===== src/rtl/lfsr_seq_ctrl_pkg.sv =====
// Shared types for the LFSR run sequencer: FSM states and run status codes.
package lfsr_ctrl_pkg;

  localparam int ST_W = 2;

  typedef enum logic [2:0] {
    IDLE  = 3'd0,
    SEED  = 3'd1,
    RUN   = 3'd2,
    DRAIN = 3'd3,
    DONE  = 3'd4
  } state_e;

  typedef enum logic [ST_W-1:0] {
    STOP_HIT = 2'd0,
    TIMEOUT  = 2'd1,
    ABORT    = 2'd2,
    BAD_SEED = 2'd3
  } status_e;

endpackage


===== src/rtl/lfsr_seq_ctrl_if.sv =====
// Host config bus carrying one run descriptor with a valid/ready handshake.
interface lfsr_seq_ctrl_if #(
  parameter int NUM_BITS = 49,
  parameter int CNT_W    = 32
);
  logic                i_cfg_vld;
  logic                o_cfg_rdy;
  logic [NUM_BITS-1:0] i_cfg_seed;
  logic [NUM_BITS-1:0] i_cfg_stop;
  logic [CNT_W-1:0]    i_cfg_max_steps;

  modport slave  (input  i_cfg_vld, i_cfg_seed, i_cfg_stop, i_cfg_max_steps,
                  output o_cfg_rdy);
  modport master (output i_cfg_vld, i_cfg_seed, i_cfg_stop, i_cfg_max_steps,
                  input  o_cfg_rdy);
endinterface


===== src/rtl/lfsr_sat_counter.sv =====
// Clearable up-counter that sticks at all-ones instead of wrapping.
module lfsr_sat_counter #(
  parameter int CNT_W = 32
) (
  input  logic             i_clk,
  input  logic             i_rst,
  input  logic             i_clr,
  input  logic             i_inc,
  output logic [CNT_W-1:0] o_cnt
);
  logic [CNT_W-1:0] r_cnt;

  // clear wins over increment; increment suppressed once saturated
  always_ff @(posedge i_clk) begin
    if (i_rst || i_clr)        r_cnt <= '0;
    else if (i_inc && ~&r_cnt) r_cnt <= r_cnt + 1'b1;
  end

  assign o_cnt = r_cnt;
endmodule


===== src/rtl/lfsr_seq_ctrl.sv =====
// Run sequencer for an XNOR LFSR: seeds it, steps it under array backpressure,
// and reports why and after how many steps the run ended.
module lfsr_seq_ctrl
  import lfsr_ctrl_pkg::*;
#(
  parameter int NUM_BITS = 49,
  parameter int CNT_W    = 32
) (
  input  logic                i_clk,
  input  logic                i_rst,
  lfsr_seq_ctrl_if.slave      cfg,
  input  logic                i_abort,
  input  logic                i_sa_rdy,
  output logic                o_lfsr_mode,
  output logic                o_lfsr_en,
  output logic                o_lfsr_vld,
  output logic [NUM_BITS-1:0] o_lfsr_data,
  output logic [NUM_BITS-1:0] o_lfsr_stop,
  input  logic                i_lfsr_done,
  input  logic                i_lfsr_vld,
  output logic                o_busy,
  output logic                o_done,
  output logic [ST_W-1:0]     o_status,
  output logic [CNT_W-1:0]    o_steps,
  output logic [CNT_W-1:0]    o_samples
);
  localparam logic [2:0] S_IDLE  = IDLE;
  localparam logic [2:0] S_SEED  = SEED;
  localparam logic [2:0] S_RUN   = RUN;
  localparam logic [2:0] S_DRAIN = DRAIN;
  localparam logic [2:0] S_DONE  = DONE;

  logic [2:0]          r_state;
  logic [NUM_BITS-1:0] r_seed;
  logic [NUM_BITS-1:0] r_stop;
  logic [CNT_W-1:0]    r_max;
  logic [ST_W-1:0]     r_status;

  logic [2:0]          w_nxt_state;
  logic [ST_W-1:0]     w_nxt_status;
  logic                w_accept;
  logic                w_stop_cond;
  logic                w_hit;
  logic                w_step_inc;
  logic                w_smp_inc;
  logic [CNT_W-1:0]    w_steps;
  logic [CNT_W-1:0]    w_samples;

  lfsr_sat_counter #(.CNT_W(CNT_W)) u_steps (
    .i_clk(i_clk), .i_rst(i_rst), .i_clr(w_accept), .i_inc(w_step_inc), .o_cnt(w_steps)
  );

  lfsr_sat_counter #(.CNT_W(CNT_W)) u_samples (
    .i_clk(i_clk), .i_rst(i_rst), .i_clr(w_accept), .i_inc(w_smp_inc), .o_cnt(w_samples)
  );

  // next-state, status and LFSR pin decode
  always_comb begin
    w_nxt_state  = r_state;
    w_nxt_status = r_status;
    w_accept     = 1'b0;
    w_step_inc   = 1'b0;
    w_smp_inc    = 1'b0;
    o_lfsr_mode  = 1'b0;
    o_lfsr_en    = 1'b0;
    o_lfsr_vld   = 1'b0;
    o_lfsr_data  = '0;
    o_done       = 1'b0;
    // done is ignored at step 0 so a seed equal to the stop code still runs
    w_hit        = i_lfsr_done && (w_steps != '0);
    w_stop_cond  = i_abort || w_hit || ((r_max != '0) && (w_steps == r_max));
    case (r_state)
      S_IDLE: begin
        if (cfg.i_cfg_vld) begin
          w_accept = 1'b1;
          // all-ones is the XNOR lockup state: never load it into the LFSR
          if (&cfg.i_cfg_seed) begin
            w_nxt_state  = S_DONE;
            w_nxt_status = BAD_SEED;
          end else begin
            w_nxt_state  = S_SEED;
            w_nxt_status = STOP_HIT;
          end
        end
      end
      S_SEED: begin
        o_lfsr_vld  = 1'b1;
        o_lfsr_data = r_seed;
        if (i_abort) begin
          w_nxt_state  = S_DRAIN;
          w_nxt_status = ABORT;
        end else begin
          w_nxt_state  = S_RUN;
        end
      end
      S_RUN: begin
        o_lfsr_mode = 1'b1;
        w_smp_inc   = i_lfsr_vld;
        if (w_stop_cond) begin
          w_nxt_state = S_DRAIN;
          if (i_abort)    w_nxt_status = ABORT;
          else if (w_hit) w_nxt_status = STOP_HIT;
          else            w_nxt_status = TIMEOUT;
        end else begin
          o_lfsr_en  = i_sa_rdy;
          w_step_inc = i_sa_rdy;
        end
      end
      S_DRAIN: begin
        // one idle cycle lets the last registered LFSR valid be counted
        o_lfsr_mode = 1'b1;
        w_smp_inc   = i_lfsr_vld;
        w_nxt_state = S_DONE;
      end
      S_DONE: begin
        o_done      = 1'b1;
        w_nxt_state = S_IDLE;
      end
      default: w_nxt_state = S_IDLE;
    endcase
  end

  // FSM state, latched descriptor and held status
  always_ff @(posedge i_clk) begin
    if (i_rst) begin
      r_state  <= S_IDLE;
      r_seed   <= '0;
      r_stop   <= '0;
      r_max    <= '0;
      r_status <= '0;
    end else begin
      r_state  <= w_nxt_state;
      r_status <= w_nxt_status;
      if (w_accept) begin
        r_seed <= cfg.i_cfg_seed;
        r_stop <= cfg.i_cfg_stop;
        r_max  <= cfg.i_cfg_max_steps;
      end
    end
  end

  assign cfg.o_cfg_rdy = (r_state == S_IDLE);
  assign o_busy        = (r_state != S_IDLE);
  assign o_lfsr_stop   = r_stop;
  assign o_status      = r_status;
  assign o_steps       = w_steps;
  assign o_samples     = w_samples;
endmodule

===== src/flat_wrapper.sv =====
// flat-port wrapper written by rule: the top's interface ports become plain ports
module lfsr_seq_ctrl_flat import lfsr_ctrl_pkg::*;
#(
  parameter int NUM_BITS = 49,
  parameter int CNT_W    = 32
)
  (i_clk, i_rst, i_abort, i_sa_rdy, o_lfsr_mode, o_lfsr_en, o_lfsr_vld, o_lfsr_data, o_lfsr_stop, i_lfsr_done, i_lfsr_vld, o_busy, o_done, o_status, o_steps, o_samples, cfg_i_cfg_vld, cfg_i_cfg_seed, cfg_i_cfg_stop, cfg_i_cfg_max_steps, cfg_o_cfg_rdy);
  lfsr_seq_ctrl_if #(.NUM_BITS(NUM_BITS), .CNT_W(CNT_W)) cfg_i ();
  input  logic i_clk;
  input  logic i_rst;
  input  logic i_abort;
  input  logic i_sa_rdy;
  output logic o_lfsr_mode;
  output logic o_lfsr_en;
  output logic o_lfsr_vld;
  output logic [NUM_BITS-1:0] o_lfsr_data;
  output logic [NUM_BITS-1:0] o_lfsr_stop;
  input  logic i_lfsr_done;
  input  logic i_lfsr_vld;
  output logic o_busy;
  output logic o_done;
  output logic [ST_W-1:0] o_status;
  output logic [CNT_W-1:0] o_steps;
  output logic [CNT_W-1:0] o_samples;
  input wire logic [$bits(cfg_i.i_cfg_vld)-1:0] cfg_i_cfg_vld;
  input wire logic [$bits(cfg_i.i_cfg_seed)-1:0] cfg_i_cfg_seed;
  input wire logic [$bits(cfg_i.i_cfg_stop)-1:0] cfg_i_cfg_stop;
  input wire logic [$bits(cfg_i.i_cfg_max_steps)-1:0] cfg_i_cfg_max_steps;
  output wire logic [$bits(cfg_i.o_cfg_rdy)-1:0] cfg_o_cfg_rdy;
  assign cfg_i.i_cfg_vld = cfg_i_cfg_vld;
  assign cfg_i.i_cfg_seed = cfg_i_cfg_seed;
  assign cfg_i.i_cfg_stop = cfg_i_cfg_stop;
  assign cfg_i.i_cfg_max_steps = cfg_i_cfg_max_steps;
  assign cfg_o_cfg_rdy = cfg_i.o_cfg_rdy;
  lfsr_seq_ctrl #(.NUM_BITS(NUM_BITS), .CNT_W(CNT_W)) u_core (.i_clk(i_clk), .i_rst(i_rst), .cfg(cfg_i), .i_abort(i_abort), .i_sa_rdy(i_sa_rdy), .o_lfsr_mode(o_lfsr_mode), .o_lfsr_en(o_lfsr_en), .o_lfsr_vld(o_lfsr_vld), .o_lfsr_data(o_lfsr_data), .o_lfsr_stop(o_lfsr_stop), .i_lfsr_done(i_lfsr_done), .i_lfsr_vld(i_lfsr_vld), .o_busy(o_busy), .o_done(o_done), .o_status(o_status), .o_steps(o_steps), .o_samples(o_samples));
endmodule

===== config.mk =====
export PLATFORM = sky130hd
export DESIGN_NAME = lfsr_seq_ctrl_flat
export DESIGN_NICKNAME = d
export VERILOG_FILES = /design/src/rtl/lfsr_seq_ctrl_pkg.sv /design/src/rtl/lfsr_seq_ctrl_if.sv /design/src/rtl/lfsr_sat_counter.sv /design/src/rtl/lfsr_seq_ctrl.sv /design/src/flat_wrapper.sv
export SDC_FILE = /design/constraint.sdc
export NUM_CORES = 1
export LEC_CHECK = 0
export ABC_AREA = 1
export ABC_CLOCK_PERIOD_IN_PS = 4300
export BUFFER_PORTS_ARGS = -buffer_cell sky130_fd_sc_hd__buf_2
export CORE_MARGIN = 3
export CORE_UTILIZATION = 40
export DETAILED_ROUTE_END_ITERATION = 6
export GPL_TIMING_DRIVEN = 0
export HOLD_SLACK_MARGIN = 0.1
export PLACE_DENSITY = 0.63
export RECOVER_POWER = 25
export SYNTH_ARGS = -nofsm -noshare
export SYNTH_HDL_FRONTEND = slang
export SYNTH_SLANG_ARGS = --single-unit

===== constraint.sdc =====
create_clock -name i_clk -period 4.3 [get_ports i_clk]
set_input_delay 0.645 -clock i_clk [delete_from_list [all_inputs] [get_ports i_clk]]
set_output_delay 0.645 -clock i_clk [all_outputs]
set_load 0.05 [all_outputs]

==> results.cfg, run 1 <==
[drt]
routed_wl_um = 34700
firstDrtPassIters = 5
drtAntennaViolNets = 0
avgViaCountPerCell = 5.02
route.detailed.drc = 0
vias = 11000
routedWlPerCell_um = 15.9
first_iter_violations = 614

[setup_path]
worstSetupPathType = flip-flop to output port
worstPathRequired_ps = 3650
cpMostUsedCell = nor2_1
path_max_fanout = 6
crit_path_top_delay_cell = dfxtp_1
r2r-start = u_core.u_steps.o_cnt[1]
cp.arrival_ps = 2520
worst-path-buf-inv = 2
start_kind = flip-flop
end_kind = output port
cp_slowest_stage_delay_ps = 410
path_delay_family = simple AND/OR/NAND/NOR gates
cp-startpoint = u_core.u_steps.o_cnt[0]
cp_cell_sequence = inv_1 -> ha_1 -> nand3_1 -> nor2_1 -> nand2_1 -> nor2_1 -> nor2_1 -> nor2_1 -> nand2_1 -> nor2_1 -> buf_2

[clock_network]
numCtsBuffers = 17
cts_resized = 0
root_buffer = clkbuf_16
htreeDepth = 4
clock_latency_ps = 450
cts.sinks = 199
cts_max_path_buffers = 2
cts_setup_buffers = 0
ctsHoldBuffers = 0
path_clk_slew_ps = 80
cts_tree = yes

[logic_synthesis]
syn-instance-count = 1521
synth.avg_cell_area_um2 = 6.65
synth_nets = 1661
synth.cell_area_mm2 = 0.0101
ys_seq_elements = 199
ys.flop_type = dfxtp_1
synth_edf_count = 0
synth_cell_types = 40
yosysSeqAreaShare_pct = 39.4
yosys_warnings = 0
async_reset_ff_share_pct = 0

[place]
place_inst = 2149
dp_hpwl_um = 27300
io_buffer_count = 304
dp_slack_ps = 1570
gp_congestion = 0.920
dpl_cell_area_mm2 = 0.0120

[power]
p_leak_nw = 5.25
power_density_mw_per_mm2 = 392
ir_drop_v = 0.000301

[floorplanning]
chipWidth_um = 165
initial_utilization_pct = 41.1
die_area_mm2 = 0.0272
die_height_um = 165
num_rows = 57
coreArea_mm2 = 0.0246
io_pins = 307

[final_layout]
multi_input_area_mm2 = 0.00503
fin_area_mm2 = 0.0125
drive_gt1_share_pct = 17.1
finalNonFillerCells = 2182
syn2layout_area_growth_pct = 23.7
regArea_mm2 = 0.00398
nets = 1984
nFillCells = 2617

[sta]
hold_violations = 0
setup_viol = 0
min_period_ps = 3170
max-slew-margin-rel_pct = 50.8
worst_slack_ps = 1130
fin_setup_tns_ps = 0
hold_slack_ps = 455
worst_pin_slew_ps = 741
fmaxAchievable_mhz = 316
finalCritPeriodShare_pct = 73.7
rsz0062_at_grt = no
clock_skew_ps = 22.7
finalMaxSlewViolations = 0

[grt]
grt_max_degree = 21
first_global_vias = 10300
antenna_found_initial = 3
grt_pass1_wl_um = 53600
grt_use_total_pct = 24.9
grt_overflow = 0

[outcome]
status = completed

[worst_hold_path]
hold_class = flip-flop to flip-flop
min_from = u_core.r_seed[1]

[flow_run]
max_cap_viol_count = 0
[stage by stage]
stage	power, mW	utilization, %
2_1_floorplan	2.95	-
3_3_place_gp	3.31	48.9
3_5_place_dp	3.32	48.9
4_1_cts	4.93	51.3
5_1_grt	5.13	50.8
6_report	4.90	50.8
[cells in the final DEF (no fill, tap or decap), drive strengths merged, types with 2 or more instances in the layout]
cell    netlist  layout
and2          2       2
nand2       346     346
xor2         35      35
nand3b        2       2
nand3        82      82
nor2        192     192
nand4        68      68
a21oi       181     181
nor3         33      33
ha            3       3
buf          44     256
nor3b         4       4
xnor2         9       9
inv         171     180
clkinv        1       6
dfxtp       199     199
o21ai        94      94
clkbuf       48     158
[cell type report]
cell class,count,area share [%]
multi-input cells,1058,40.2
flip-flops and latches,199,31.9
repair buffers,304,11.2
inverters,172,5.18
plain buffers,92,3.58
clock buffers,18,3.43
well taps,324,3.24
clock inverters,14,1.19
diodes,1,0.0200
[state kept, by name, indices dropped and copies added, names as in the netlist]
name / count
u_core.u_steps.o_cnt: 32
u_core.r_state: 3
u_core.o_status: 2
u_core.r_seed: 49
u_core.u_samples.o_cnt: 32
u_core.o_lfsr_stop: 49
u_core.r_max: 32
[routing by layer]
| layer | vias up | global-route usage (%) | wire length [um] | share of wire [%] |
|---|---|---|---|---|
| met4 | 4 | 8.23 | 959 | 2.8 |
| met1 | 4956 | 32.0 | 14800 | 43 |
| met3 | 64 | 5.87 | 2410 | 6.9 |
| met2 | 369 | 41.2 | 16600 | 48 |
| met5 | - | 0 | 21 | 0.060 |
| li1 | 5564 | - | - | - |
[report_power, final]
group	internal [mW]	leakage [nW]	total, mW	switching, mW
Clock	0.784	0.285	1.63	0.850
Combinational	0.309	3.34	1.19	0.880
Sequential	2.00	1.63	2.07	0.0763
Total	3.09	5.25	4.90	1.81
[worst min-delay path: cells and delay by family (launching register included)]
kind                   cells  cell delay [ps]
AOI/OAI and AO/OA          1               50
buffers and inverters      1               60
DFF                        1              300
[kinds of logic (layout without fill, tap and decap cells)]
| family | after synthesis | after routing | synth area share [%] |
|---|---|---|---|
| compound gates | 279 | 279 | 14.0 |
| buf+inv | 264 | 600 | 10.8 |
| flops | 199 | 199 | 39.4 |
| xor+xnor | 44 | 44 | 3.81 |
| simple gates | 732 | 732 | 31.6 |
| fa+ha+maj | 3 | 3 | 0.371 |
| other cells | 0 | 1 | 0 |
[Yosys cell counts (7+ instances only)]
library cell | count | area (um^2)
nand2_1 | 343 | 1290
a21oi_1 | 179 | 896
clkbuf_1 | 48 | 180
xor2_1 | 35 | 307
inv_1 | 163 | 612
o21ai_0 | 93 | 465
nor3_1 | 29 | 145
inv_2 | 7 | 26.3
nand3_1 | 80 | 400
xnor2_1 | 9 | 78.8
nor2_1 | 187 | 702
buf_2 | 31 | 155
buf_4 | 7 | 52.6
nand4_1 | 64 | 400
dfxtp_1 | 199 | 3980
[worst paths after layout]
check,end,slack [ps],cells past startpoint
max,o_lfsr_en,1130,11
min,u_core.r_seed[1],450,2
min reg2reg,u_core.r_seed[1],450,2
max reg2reg,u_core.u_steps.o_cnt[25],1950,10
Note: power is estimated with default switching activity, not from simulation.
==> run 2, diff against run 1 <==
--- a/config.mk
+++ b/config.mk
@@ -6,7 +6,7 @@
 export NUM_CORES = 1
 export LEC_CHECK = 0
 export ABC_AREA = 1
-export ABC_CLOCK_PERIOD_IN_PS = 4300
+export ABC_CLOCK_PERIOD_IN_PS = 3000
 export BUFFER_PORTS_ARGS = -buffer_cell sky130_fd_sc_hd__buf_2
 export CORE_MARGIN = 3
 export CORE_UTILIZATION = 40
==> constraint.sdc (replaced) <==
create_clock -name i_clk -period 3 [get_ports i_clk]
set_input_delay 0.45 -clock i_clk [delete_from_list [all_inputs] [get_ports i_clk]]
set_output_delay 0.45 -clock i_clk [all_outputs]
set_load 0.05 [all_outputs]
==> run 2 against run 1 <==
Effect of this change:
- first-iteration DRC count is 0.65% lower
- utilization rose by 0.19 points
- power increased by 45%
- critical path depth unchanged
- routed wire length decreased by 0.71%
- cell count did not move
- sequential share of layout area fell by 0.12 points
- combinational power rose by 43%
- critical path type unchanged
- largest cell class unchanged
- highest routed layer unchanged
==> results.cfg, run 2 (synthesis gave the netlist of run 1 again) <==
[sta]
clock_skew_ps = 20.7
hold_violations = 0
worst_slack_ps = 202
rsz0062_at_grt = no
hold_slack_ps = 264
worst_pin_slew_ps = 740
fin_setup_tns_ps = 0
finalMaxSlewViolations = 0
min_period_ps = 2800
fmaxAchievable_mhz = 357
setup_viol = 0
finalCritPeriodShare_pct = 93.3
max-slew-margin-rel_pct = 50.8

[clock_network]
numCtsBuffers = 17
root_buffer = clkbuf_16
cts.sinks = 199
clock_latency_ps = 450
ctsHoldBuffers = 0
cts_tree = yes
htreeDepth = 4
path_clk_slew_ps = 100
cts_setup_buffers = 0
cts_max_path_buffers = 2

[outcome]
status = completed

[floorplanning]
chipWidth_um = 165
io_pins = 307
coreArea_mm2 = 0.0246
die_height_um = 165
initial_utilization_pct = 41.1
die_area_mm2 = 0.0272
num_rows = 57

[place]
dp_hpwl_um = 27300
gp_congestion = 0.897
dp_slack_ps = 443
io_buffer_count = 304
dpl_cell_area_mm2 = 0.0120

[setup_path]
cp.arrival_ps = 2350
cp_slowest_stage_delay_ps = 410
r2r_end = u_core.u_steps.o_cnt[29]
path_max_fanout = 6
cpMostUsedCell = nor2_1
crit_path_top_delay_cell = dfxtp_1
reg2regPathDepth = 10
start_kind = flip-flop
r2r-start = u_core.u_steps.o_cnt[0]
worstSetupPathType = flip-flop to output port
r2r_setup_slack_ps = 630
end_kind = output port
worstPathRequired_ps = 2550
cp_cell_sequence = inv_1 -> ha_1 -> nand3_1 -> nor2_1 -> nand2_1 -> nor2_1 -> nor2_1 -> nor2_2 -> nand2_2 -> nor2_1 -> buf_4

[worst_hold_path]
holdPathStages = 3
hold_class = input pin to flip-flop
min_from = cfg_i_cfg_stop[11]
min_to = u_core.o_lfsr_stop[11]

[grt]
first_global_vias = 10300
antenna_found_initial = 4
grt_use_total_pct = 24.7
grt_pass1_wl_um = 53100
grt_max_degree = 23
grt_overflow = 0

[final_layout]
nets = 1984
final_cell_mix = nand2_1, buf_2, dfxtp_1
layout_commonest_cell = nand2_1
fin_area_mm2 = 0.0126
nFillCells = 2650
drive_gt1_share_pct = 17.3
multi_input_area_mm2 = 0.00504
syn2layout_area_growth_pct = 24.1
regArea_mm2 = 0.00398
finish.utilization_pct = 51.0

[drt]
first_iter_violations = 610
vias = 10900
drtAntennaViolNets = 0
avgViaCountPerCell = 4.99
routedWlPerCell_um = 15.8
firstDrtPassIters = 6
route.detailed.drc = 0
routed_wl_um = 34500

[power]
p_leak_nw = 5.27
ir_drop_v = 0.000295
power_density_mw_per_mm2 = 564

[flow_run]
max_cap_viol_count = 0
-- run 2: cell count changes in the layout (fill, tap and decap cells not counted), moves of 2 or more --
cell      previous run  this run
inv_6                5         1
clkinv_8             2         4
inv_8                3         6
clkinv_4             2         0
-- run 2: worst max path at each step --
stage                                       start              to  cells past startpoint
after floorplan                 u_core.r_state[0]  o_lfsr_data[0]                      5
after global placement    u_core.u_steps.o_cnt[0]       o_lfsr_en                     11
after detailed placement  u_core.u_steps.o_cnt[0]       o_lfsr_en                     11
after CTS                 u_core.u_steps.o_cnt[0]       o_lfsr_en                     11
after global routing      u_core.u_steps.o_cnt[1]       o_lfsr_en                     11
final                     u_core.u_steps.o_cnt[1]       o_lfsr_en                     11
-- run 2: power by group --
group	total [mW]	leakage (nW)	switching, mW	internal (mW)
Clock	2.41	0.297	1.26	1.15
Sequential	2.97	1.63	0.109	2.86
Combinational	1.70	3.34	1.26	0.443
-- run 2: per-stage QoR --
step	power, mW	instances
finish	7.08	2182
global route	7.43	2182
CTS	7.14	2181
detailed placement	4.76	2149
global placement	4.74	2149
floorplan	4.24	1521
-- run 2: final cells by class --
class / instances / area share (%)
diodes: 1 / 0.0199
plain buffers: 92 / 3.57
clock buffers: 17 / 3.39
clock inverters: 15 / 1.49
inverters: 172 / 5.16
multi-input cells: 1058 / 40.2
flip-flops and latches: 199 / 31.7
well taps: 324 / 3.23
repair buffers: 304 / 11.2
-- run 2: metal layers --
layer  vias up  share of wire [%]  global-route usage (%)
met4         6                1.9                    6.67
met1      4949                 43                    31.0
met2       339                 48                    41.6
met3        43                7.2                    6.77
li1       5557                  -                       -
met5         -              0.099                       0
-- run 2: repair_timing --
item,4_1_cts,5_1_grt
cloned,0,0
gates resized for setup,1,3
hold endpoints to repair,0,0
setup endpoints to repair,1,1
-- run 2: critical path: cells and delay by family, from the launching register on --
| kind | cells | cell delay [ps] |
|---|---|---|
| buf+inv | 2 | 370 |
| fa+ha+maj | 1 | 190 |
| flops | 1 | 410 |
| simple gates | 8 | 940 |
==> run 3, diff against run 2 <==
--- a/config.mk
+++ b/config.mk
@@ -8,13 +8,14 @@
 export ABC_AREA = 1
 export ABC_CLOCK_PERIOD_IN_PS = 3000
 export BUFFER_PORTS_ARGS = -buffer_cell sky130_fd_sc_hd__buf_2
+export CAP_MARGIN = 0
 export CORE_MARGIN = 3
 export CORE_UTILIZATION = 40
 export DETAILED_ROUTE_END_ITERATION = 6
 export GPL_TIMING_DRIVEN = 0
 export HOLD_SLACK_MARGIN = 0.1
 export PLACE_DENSITY = 0.63
-export RECOVER_POWER = 25
+export RECOVER_POWER = 50
 export SYNTH_ARGS = -nofsm -noshare
 export SYNTH_HDL_FRONTEND = slang
 export SYNTH_SLANG_ARGS = --single-unit
==> run 3 against run 2 <==
Effect of this change:
- power down 0.23%
- utilization down 0.24 points
- critical path type unchanged
- sequential cell count unchanged
- via count up 0.17%
- largest power group unchanged
==> results.cfg, run 3 (synthesis gave the netlist of run 1 again) <==
[setup_path]
cpMostUsedCell = nor2_1
end_kind = output port
worstPathRequired_ps = 2550
cp_slowest_stage_delay_ps = 420
worstSetupPathType = flip-flop to output port
r2r_end = u_core.r_max[2]
path_max_fanout = 6
r2r-start = u_core.r_state[2]
reg2regPathDepth = 8
r2r_setup_slack_ps = 350
crit_path_top_delay_cell = dfxtp_1
start_kind = flip-flop
cp_cell_sequence = inv_1 -> ha_1 -> nand3_1 -> nor2_1 -> nand2_1 -> nor2_1 -> nor2_1 -> nor2_2 -> nand2_2 -> nor2_1 -> buf_4
cp.arrival_ps = 2360

[final_layout]
syn2layout_area_growth_pct = 23.5
drive_gt1_share_pct = 15.2
nets = 1984
final_cell_mix = nand2_1, buf_2, dfxtp_1
layout_commonest_cell = nand2_1
finish.utilization_pct = 50.8

[sta]
finalCritPeriodShare_pct = 93.7
clock_skew_ps = 20.6
min_period_ps = 2810
max-slew-margin-rel_pct = 50.7
worst_pin_slew_ps = 743
fin_setup_tns_ps = 0
setup_viol = 0
fmaxAchievable_mhz = 356
finalMaxSlewViolations = 0
rsz0062_at_grt = no
hold_violations = 0

[floorplanning]
io_pins = 307
chipWidth_um = 165
die_area_mm2 = 0.0272
die_height_um = 165
initial_utilization_pct = 41.1
num_rows = 57
coreArea_mm2 = 0.0246

[flow_run]
max_cap_viol_count = 0

[drt]
avgViaCountPerCell = 5.00
first_iter_violations = 549
firstDrtPassIters = 6
drtAntennaViolNets = 0
routedWlPerCell_um = 15.8
route.detailed.drc = 0
routed_wl_um = 34500
vias = 10900

[worst_hold_path]
hold_class = input pin to flip-flop
min_to = u_core.o_lfsr_stop[11]
holdPathStages = 3
min_from = cfg_i_cfg_stop[11]

[clock_network]
cts_tree = yes
root_buffer = clkbuf_16
clock_latency_ps = 450
cts_max_path_buffers = 2
htreeDepth = 4
numCtsBuffers = 17
cts.sinks = 199
path_clk_slew_ps = 90

[place]
io_buffer_count = 304
gp_congestion = 0.897
dp_hpwl_um = 27300

[grt]
grt_pass1_wl_um = 53100
antenna_found_initial = 4
grt_overflow = 0
first_global_vias = 10300
grt_use_total_pct = 24.7
grt_max_degree = 23

[power]
power_density_mw_per_mm2 = 566
p_int_mw = 4.45
ir_drop_v = 0.000294
p_sw_share_pct = 37.1
pwr-share-comb_pct = 23.9
power_frac_seq_pct = 42.1
power_switching_mw = 2.62
p_leak_nw = 5.13
pwr-share-clk_pct = 34.0
total_power_mw = 7.07

[outcome]
status = completed
==> run 3: power by group through the flow <==
stage	logic, mW	clock network, mW	registers (mW)
floorplan	0.983	0	3.25
global placement	1.71	0	3.03
detailed placement	1.73	0	3.03
CTS	1.73	2.45	2.97
global route	1.87	2.55	3.00
finish	1.69	2.40	2.97
==> run 3: per-stage QoR <==
stage	instance area, um^2	hold WS, ps	cells	setup WS, ps
global placement	12000	441	2149	450
floorplan	10100	430	1521	186
finish	12500	263	2182	189
CTS	12700	248	2181	35.8
detailed placement	12000	445	2149	443
global route	12500	257	2182	40.7
==> run 3: worst max path at each step <==
stage | startpoint | end | slack [ps] | depth (start not counted)
2_1_floorplan | u_core.r_state[0] | o_lfsr_data[0] | 190 | 5
3_3_place_gp | u_core.u_steps.o_cnt[0] | o_lfsr_en | 450 | 11
3_5_place_dp | u_core.u_steps.o_cnt[0] | o_lfsr_en | 440 | 11
4_1_cts | u_core.u_steps.o_cnt[0] | o_lfsr_en | 40 | 11
5_1_grt | u_core.r_state[1] | u_core.r_max[2] | 40 | 8
6_report | u_core.u_steps.o_cnt[1] | o_lfsr_en | 190 | 11
==> run 3: timing repair <==
item                                    CTS  global route
hold buffers                              0             0
gates cloned                              0             0
gates resized for setup                   1             3
endpoints found under the setup margin    1             1
buffers inserted                          0             0
==> run 3: worst max-delay path: cells and delay by family (launching register included) <==
kind | cells | cell delay (ps)
AND/OR/NAND/NOR | 8 | 950
flip-flops | 1 | 420
buffers and inverters | 2 | 380
adder cells (fa/ha/maj) | 1 | 190
==> run 3: final cells by class <==
type	instances	area, um^2
Fill cell	2675	12100
Multi-Input combinational cell	1058	5030
Sequential cell	199	3980
Timing Repair Buffer	304	1380
Inverter	172	648
Buffer	92	437
Clock buffer	17	425
Tap cell	324	405
Clock inverter	15	186
Antenna cell	1	2.50
==> run 3: layer usage <==
metal  vias up  part of all wire, %  GRT usage [%]
met5         -                0.099              0
met4         6                  2.0           6.67
met3        48                  7.2           6.77
met2       330                   48           41.6
met1      4970                   43           31.0
li1       5559                    -              -
